**config.mk**
```make
export PLATFORM = sky130hd
export DESIGN_NAME = seq_alu
export DESIGN_NICKNAME = d
export VERILOG_FILES = /design/src/rtl/seq_alu.sv
export SDC_FILE = /design/constraint.sdc
export NUM_CORES = 1
export LEC_CHECK = 0
export CAP_MARGIN = 30
export CORE_MARGIN = 1
export CORE_UTILIZATION = 30
export DETAILED_ROUTE_END_ITERATION = 8
export HOLD_SLACK_MARGIN = 0.12
export PLACE_DENSITY_LB_ADDON = 0.3
export SYNTH_ARGS = -nofsm -noshare
export SYNTH_HDL_FRONTEND = slang
export SYNTH_SLANG_ARGS = --single-unit
```
**constraint.sdc**
```tcl
create_clock -name clk -period 24.6 [get_ports clk]
set_input_delay 4.92 -clock clk [delete_from_list [all_inputs] [get_ports clk]]
set_output_delay 4.92 -clock clk [all_outputs]
set_load 0.05 [all_outputs]
```
**src/rtl/seq_alu.sv**
```systemverilog
`timescale 1ns/1ps
// seq_alu: multi-cycle integer ALU for the execute stage.
// Optional SEQ_ALU_DIVZ_TRAP_EN adds a div_zero output and fast div-by-zero.
module seq_alu #(
   parameter int WIDTH = 32
) (
   input  logic             clk,
   input  logic             reset,
   input  logic             in_valid,
   output logic             in_ready,
   input  logic [WIDTH-1:0] a,
   input  logic [WIDTH-1:0] b,
   input  logic [2:0]       alu_op,
   output logic             out_valid,
   input  logic             out_ready,
   output logic [WIDTH-1:0] result,
   output logic             v,
   output logic             c,
   output logic             z,
   output logic             s
`ifdef SEQ_ALU_DIVZ_TRAP_EN
   ,
   output logic             div_zero
`endif
);
   localparam int CW = $clog2(WIDTH);
   localparam int W2 = 2 * WIDTH;
   localparam logic [2:0] OP_ADD = 3'd0;
   localparam logic [2:0] OP_SUB = 3'd1;
   localparam logic [2:0] OP_MUL = 3'd2;
   localparam logic [2:0] OP_DIV = 3'd3;
   localparam logic [2:0] OP_AND = 3'd4;
   localparam logic [2:0] OP_OR  = 3'd5;
   localparam logic [2:0] OP_XOR = 3'd6;
   localparam logic [2:0] OP_REM = 3'd7;
   localparam logic [WIDTH-1:0] MINV = {1'b1, {(WIDTH-1){1'b0}}};

   typedef enum logic [1:0] {IDLE, CALC, DONE} state_t;

   state_t state, state_nx;
   logic accept, fast, divz, last, ld_en;
   logic [CW-1:0] cnt;
   logic [2:0] op_q;
   logic [WIDTH-1:0] a_q, b_q, a_mag, b_mag;
   logic [W2-1:0] acc, mc, acc_n, full;
   logic [WIDTH-1:0] mp, dv, rem_r, r_n, q_n;
   logic [WIDTH:0] r_sh, trial, sum, dif;
   logic [WIDTH-1:0] f_res, c_res, ld_res;
   logic f_v, f_c, c_v, ld_v, ld_c;

   assign in_ready  = (state == IDLE) && !reset;
   assign out_valid = (state == DONE);
   assign accept    = in_valid && in_ready;
   assign fast      = (alu_op == OP_ADD) || (alu_op == OP_SUB) ||
                      (alu_op == OP_AND) || (alu_op == OP_OR) ||
                      (alu_op == OP_XOR);
`ifdef SEQ_ALU_DIVZ_TRAP_EN
   assign divz = ((alu_op == OP_DIV) || (alu_op == OP_REM)) && (b == '0);
`else
   assign divz = 1'b0;
`endif
   assign last  = (cnt == CW'(WIDTH - 1));
   assign a_mag = a[WIDTH-1] ? -a : a;
   assign b_mag = b[WIDTH-1] ? -b : b;
   assign ld_en = (accept && (fast || divz)) || ((state == CALC) && last);

   // state register
   always_ff @(posedge clk) begin
      if (reset) state <= IDLE;
      else       state <= state_nx;
   end

   // next-state logic
   always_comb begin
      state_nx = state;
      unique case (state)
         IDLE:    if (accept) state_nx = (fast || divz) ? DONE : CALC;
         CALC:    if (last) state_nx = DONE;
         DONE:    if (out_ready) state_nx = IDLE;
         default: state_nx = IDLE;
      endcase
   end

   // single-cycle ops straight from the presented operands
   always_comb begin
      sum   = {1'b0, a} + {1'b0, b};
      dif   = {1'b0, a} - {1'b0, b};
      f_res = '0;
      f_v   = 1'b0;
      f_c   = 1'b0;
      unique case (alu_op)
         OP_ADD: begin
            f_res = sum[WIDTH-1:0];
            f_c   = sum[WIDTH];
            f_v   = (a[WIDTH-1] == b[WIDTH-1]) && (sum[WIDTH-1] != a[WIDTH-1]);
         end
         OP_SUB: begin
            f_res = dif[WIDTH-1:0];
            f_c   = dif[WIDTH];
            f_v   = (a[WIDTH-1] != b[WIDTH-1]) && (dif[WIDTH-1] != a[WIDTH-1]);
         end
         OP_AND: f_res = a & b;
         OP_OR:  f_res = a | b;
         OP_XOR: f_res = a ^ b;
         OP_DIV: begin
            f_res = '1;
            f_v   = 1'b1;
         end
         OP_REM: begin
            f_res = a;
            f_v   = 1'b1;
         end
         default: f_res = '0;
      endcase
   end

   // one shift-add / restoring-divide step
   always_comb begin
      acc_n = acc;
      if (mp[0]) acc_n = acc + mc;
      r_sh  = {rem_r, mp[WIDTH-1]};
      trial = r_sh - {1'b0, dv};
      if (!trial[WIDTH]) begin
         r_n = trial[WIDTH-1:0];
         q_n = {mp[WIDTH-2:0], 1'b1};
      end else begin
         r_n = r_sh[WIDTH-1:0];
         q_n = {mp[WIDTH-2:0], 1'b0};
      end
   end

   // sign fix-up and flags for the iterative ops
   always_comb begin
      full  = (a_q[WIDTH-1] ^ b_q[WIDTH-1]) ? -acc_n : acc_n;
      c_res = '0;
      c_v   = 1'b0;
      unique case (op_q)
         OP_MUL: begin
            c_res = full[WIDTH-1:0];
            c_v   = !((&full[W2-1:WIDTH-1]) || !(|full[W2-1:WIDTH-1]));
         end
         OP_DIV: begin
            if (b_q == '0) begin
               c_res = '1;
               c_v   = 1'b1;
            end else begin
               c_res = (a_q[WIDTH-1] ^ b_q[WIDTH-1]) ? -q_n : q_n;
               c_v   = (a_q == MINV) && (b_q == '1);
            end
         end
         default: begin
            if (b_q == '0) begin
               c_res = a_q;
               c_v   = 1'b1;
            end else begin
               c_res = a_q[WIDTH-1] ? -r_n : r_n;
            end
         end
      endcase
   end

   // pick which path loads the output registers
   always_comb begin
      ld_res = f_res;
      ld_v   = f_v;
      ld_c   = f_c;
      if (state == CALC) begin
         ld_res = c_res;
         ld_v   = c_v;
         ld_c   = 1'b0;
      end
   end

   // operand capture, iteration and registered result/flags
   always_ff @(posedge clk) begin
      if (reset) begin
         result <= '0;
         v      <= 1'b0;
         c      <= 1'b0;
         z      <= 1'b0;
         s      <= 1'b0;
         cnt    <= '0;
      end else begin
         if (ld_en) begin
            result <= ld_res;
            v      <= ld_v;
            c      <= ld_c;
            z      <= (ld_res == '0);
            s      <= ld_res[WIDTH-1];
         end
         if (accept) begin
            a_q   <= a;
            b_q   <= b;
            op_q  <= alu_op;
            cnt   <= '0;
            acc   <= '0;
            rem_r <= '0;
            mc    <= {{WIDTH{1'b0}}, a_mag};
            mp    <= (alu_op == OP_MUL) ? b_mag : a_mag;
            dv    <= b_mag;
         end else if (state == CALC) begin
            cnt <= cnt + 1'b1;
            if (op_q == OP_MUL) begin
               acc <= acc_n;
               mc  <= mc << 1;
               mp  <= mp >> 1;
            end else begin
               rem_r <= r_n;
               mp    <= q_n;
            end
         end
      end
   end

`ifdef SEQ_ALU_DIVZ_TRAP_EN
   // divide-by-zero indication travels with the result
   always_ff @(posedge clk) begin
      if (reset)      div_zero <= 1'b0;
      else if (ld_en) div_zero <= (state != CALC) && divz;
   end
`endif

endmodule
```
; ---- Yosys cells after proc, flatten, opt, wreduce, memory -nomap -nowiden
; Cells that the tools add are included.
[classes]
addsub = 10
eq_ne = 22
muxes = 36
bitwise_logic = 5
reduce_logical = 31
[op_table]
columns = op, count
row1 = $mux W32, 15
row2 = $mux W64, 6
row3 = $pmux W32 S7, 1
row4 = $neg A32 Y32, 4
row5 = $add A64 B64 Y64, 1
row6 = $eq A32 B32 Y1 const B, 2
row7 = $logic_not A32 Y1, 2
row8 = $neg A64 Y64, 1
row9 = $pmux W32 S2, 1
row10 = $add A32 B32 Y33, 1
row11 = $reduce_and A33 Y1, 1
row12 = $reduce_or A33 Y1, 1
row13 = $sub A32 B32 Y33, 1
row14 = $sub A33 B32 Y33, 1
row15 = $and A32 B32 Y32, 1
row16 = $or A32 B32 Y32, 1
row17 = $xor A32 B32 Y32, 1
row18 = $eq A3 B2 Y1 const B, 4
row19 = $eq A3 B3 Y1 const B, 4
row20 = $reduce_and A3 Y1, 3
row21 = $mux W2, 4
row22 = $logic_and A1 B1 Y1, 7
row23 = $logic_or A1 B1 Y1, 6
row24 = $ne A2 B2 Y1 const B, 3
row25 = other kinds (20), 32
[word_totals]
in_bits = 71
regBits = 334
word_cells = 120
output_inout_bits = 38

; ---- Logic depth before layout (Yosys ltp)
[depth]
depth_word = 10
depth_mapped = 31
mapped_depth_nobuf = 28

; ---- Worst setup path after synthesis
; Ideal clock, no wire load.
[synth_timing]
path_type = input port to flip-flop
from = in reset
to = reg acc[0] (enable)
t_arrival_ns = 14.716
path_slack_ns = 9.081
n_path_buf = 2
stages = 3
required_time_ns = 23.797
cell_sequence = clkbuf_1 > clkbuf_1 > o31ai_1
[synth_between]
elab_chain_len = 5
[synth_lines]
columns = element, line
row1 = start: declaration, 8  ; input logic reset,
row2 = $logic_not A1 Y1, 51  ; assign in_ready = (state == IDLE) && !reset;
row3 = $logic_and A1 B1 Y1, 51
row4 = $logic_and A1 B1 Y1, 53  ; assign accept = in_valid && in_ready;
row5 = $reduce_bool A2 Y1 (no source line), n/a
row6 = $reduce_and A3 Y1 (no source line) *, n/a
row7 = end signal: assignment, 204  ; acc <= acc_n;
row8 = end: declaration, 45  ; logic [W2-1:0] acc, mc, acc_n, full;
; Mark *: on every way between the ends. The rest lies on a longest branch, timed or not.
; A chain may end at the register's enable or synchronous reset.

; ---- Worst setup path after layout
[layout_timing]
from = in reset
to = out in_ready
[layout_between]
elab_chain_len = 2
[layout_lines]
columns = element, line
row1 = $logic_not A1 Y1, 51
row2 = $logic_and A1 B1 Y1, 51
row3 = end: declaration, 10  ; output logic in_ready,
; No other way between the ends.

==> run metrics <==
Area contributors post-synth edfxtp_1 28%, ha_1 7.8%, a21oi_1 5.2%, nor2_1 5.0%, xnor2_1 4.7%; drt first-iter violations 3153; CTS tree built; CTS Buf Count 44; vias in the first global route between 20000 and 30000; measured slew at the worst slew-check pin 1.13 ns; GP Congestion a little under 1; global route overflow 0; met1 wire length 55.5 mm; CORE AREA 104000 sq um; Tcrit/Tclk final between 40% and 50%; clk buf depth 3; dpl cell area roughly 34000 sq um; die height 327 microns; clk_lat worst skew a little over 0.6 ns; slew margin rel. 24.1%; startpoint types input port; Post-Syn Instances roughly 4000; Final Skew 0.0415 ns; Fin. Hold Viols 0; Clock Sinks 332; Worst-path clk slew around 0.060 ns; outcome finished clean; pre-CTS setup slack 13.15 ns; Final WS setup 13.15 ns; # nets final 4203; Top delay family on crit path buffers and inverters; DRC 0; Yosys reg bits 332; Max H-tree Level 2; Lkg Pwr 13.1 nW; Pwr Total 2.31 mW; antenna violations before repair 2; number of synthesized flops with an enable pin 290; crit-path cells buf_2 -> nor3_1 -> clkdlybuf4s50_1; Worst Path Buf+Inv 2; Area growth, synth to finish 12.7%; cell area power density 64.8 nW/um^2; WS Path Type input port to output port; most common cell after layout, fill and taps aside nor2_1; Final Instance Area 35600 sq um; Die Area 107000 sq um; met2 WL between 50 and 60 mm; setup_tns 0 ns; Setup-failing EPs final 0; Row Count 118; fmax roughly 87 MHz; Critical Path AT 6.53 ns; final WL 127 mm; Detail Route Antenna Nets 0; CP endpoint kind output port; ant diodes 0; drt pass-1 iters 5; CTS Hold Buffers Added 0; Initial Utilization 30.4%; via density per instance 5.86; Via Count ~31000; leading area contributor after synthesis edfxtp_1; post-synth top area share 27.5%; top layer in use met5; CTS Root Buffer Type clkbuf_16; # resized after CTS 0; sequential cell area fraction in the yosys report 30.2%; Critical Path Max Stage Delay 0.92 ns; Hold Crit Class flop to flop; Post-synth top flop edfxtp_1; first-pass GRT wire length 189 mm; Synth Warn # 0; pin count of the biggest net entering global routing 92; Overall Global Routing Usage 23.0%; asr flop ratio synth 0%; Crit-path slowest cell clkdlybuf4s50_1; Syn Nets 4207; IO buf count 108; RSZ-0062 raised after global routing no; I/O pin cnt 109; setup bufs post-CTS 0; Crit path required time 19.68 ns; post-synth cell types 108; Synth Cell Area 31600 sq um; min Tclk post-route between 10 and 15 ns; Final Slew Violations 0; worst vdd ir 0.0488 mV; CP max FO 3; Mean Syn Cell Area 8.04 sq um; DIE WIDTH 327 microns; hpwl dp 96.9 mm; share of layout cells above drive strength 1 5.70%; maxcap violations 0; most frequent cells in the layout 415 x nor2_1, 392 x nand2_1, 330 x a21oi_1; wire length per cell 23.7 microns; met3 WL 8.49 mm
## through the flow
step / hold slack (ns) / util [%] / cells
2_1_floorplan: 0.509 / - / 3934
3_3_place_gp: 0.441 / 32.8 / 5260
3_5_place_dp: 0.449 / 32.8 / 5262
4_1_cts: 0.461 / 34.2 / 5342
5_1_grt: 0.485 / 34.3 / 5344
6_report: 0.459 / 34.3 / 5344
## area by class of cell
type                       count  area (sq um)
clock buffer                  56          1240
clock inverter                24           208
fill                       11027         68300
inverter                     189           714
multi-input combinational   3192         20600
sequential                   332          9550
tap                         1380          1730
timing repair buffer         171          1600
## report_power, final
part | switching [mW] | internal, mW | leakage (nW)
clock | 0.285 | 0.379 | 0.700
sequential | 0.0392 | 0.679 | 3.06
combinational | 0.614 | 0.313 | 9.36
## per-layer routing
layer,global-route usage (%),vias to the layer above
met2,36.7,1297
met1,31.1,15105
met3,2.74,240
li1,-,14685
met4,9.97,2
met5,0,-
## synth_stat cells (40+ instances only)
| library cell | number |
|---|---|
| mux2i_1 | 44 |
| inv_1 | 186 |
| xnor2_1 | 171 |
| nor3_1 | 109 |
| and2_1 | 70 |
| o31ai_1 | 66 |
| xor2_1 | 62 |
| nor2_1 | 419 |
| o211ai_1 | 40 |
| edfxtp_1 | 290 |
| dfxtp_1 | 42 |
| nand2_1 | 393 |
| o21ai_0 | 259 |
| a211oi_1 | 61 |
| a21o_1 | 67 |
| a31oi_1 | 91 |
| nand4_1 | 77 |
| nand3_1 | 75 |
| ha_1 | 198 |
| or3_1 | 55 |
| nor4_1 | 51 |
| clkbuf_1 | 177 |
| a21oi_1 | 331 |
## worst min-delay path, stage by stage (launching register included)
cell	delay [ns]
dfxtp_1	0.31
nand2_1	0.05
a21oi_1	0.05
## worst paths after layout
| kind | from | end | slack, ns | depth (start not counted) |
|---|---|---|---|---|
| worst min register to register | result[28] | result[28] | 0.46 | 2 |
| worst max-delay path | reset | in_ready | 13.15 | 3 |
| worst min-delay path | result[28] | result[28] | 0.46 | 2 |
| worst max register to register | mp[31] | z | 15.73 | 31 |
## flip-flops by register name, indices dropped and copies added, names as in the netlist
| register | cells |
|---|---|
| c | 1 |
| a_q | 32 |
| op_q | 3 |
| acc | 64 |
| z | 1 |
| rem_r | 32 |
| result | 32 |
| mp | 32 |
| v | 1 |
| cnt | 5 |
| mc | 64 |
| dv | 31 |
| state | 2 |
| b_q | 32 |
## cell families after synthesis
kind of cell	after synthesis	share of synthesized area (%)
buf+inv	410	4.95
simple gates	1455	22.5
xor+xnor	233	6.46
compound gates	1247	25.9
flops	332	30.2
fa+ha+maj	202	8.09
mux	55	1.87
No activity file was read; power rests on OpenSTA's default activity.
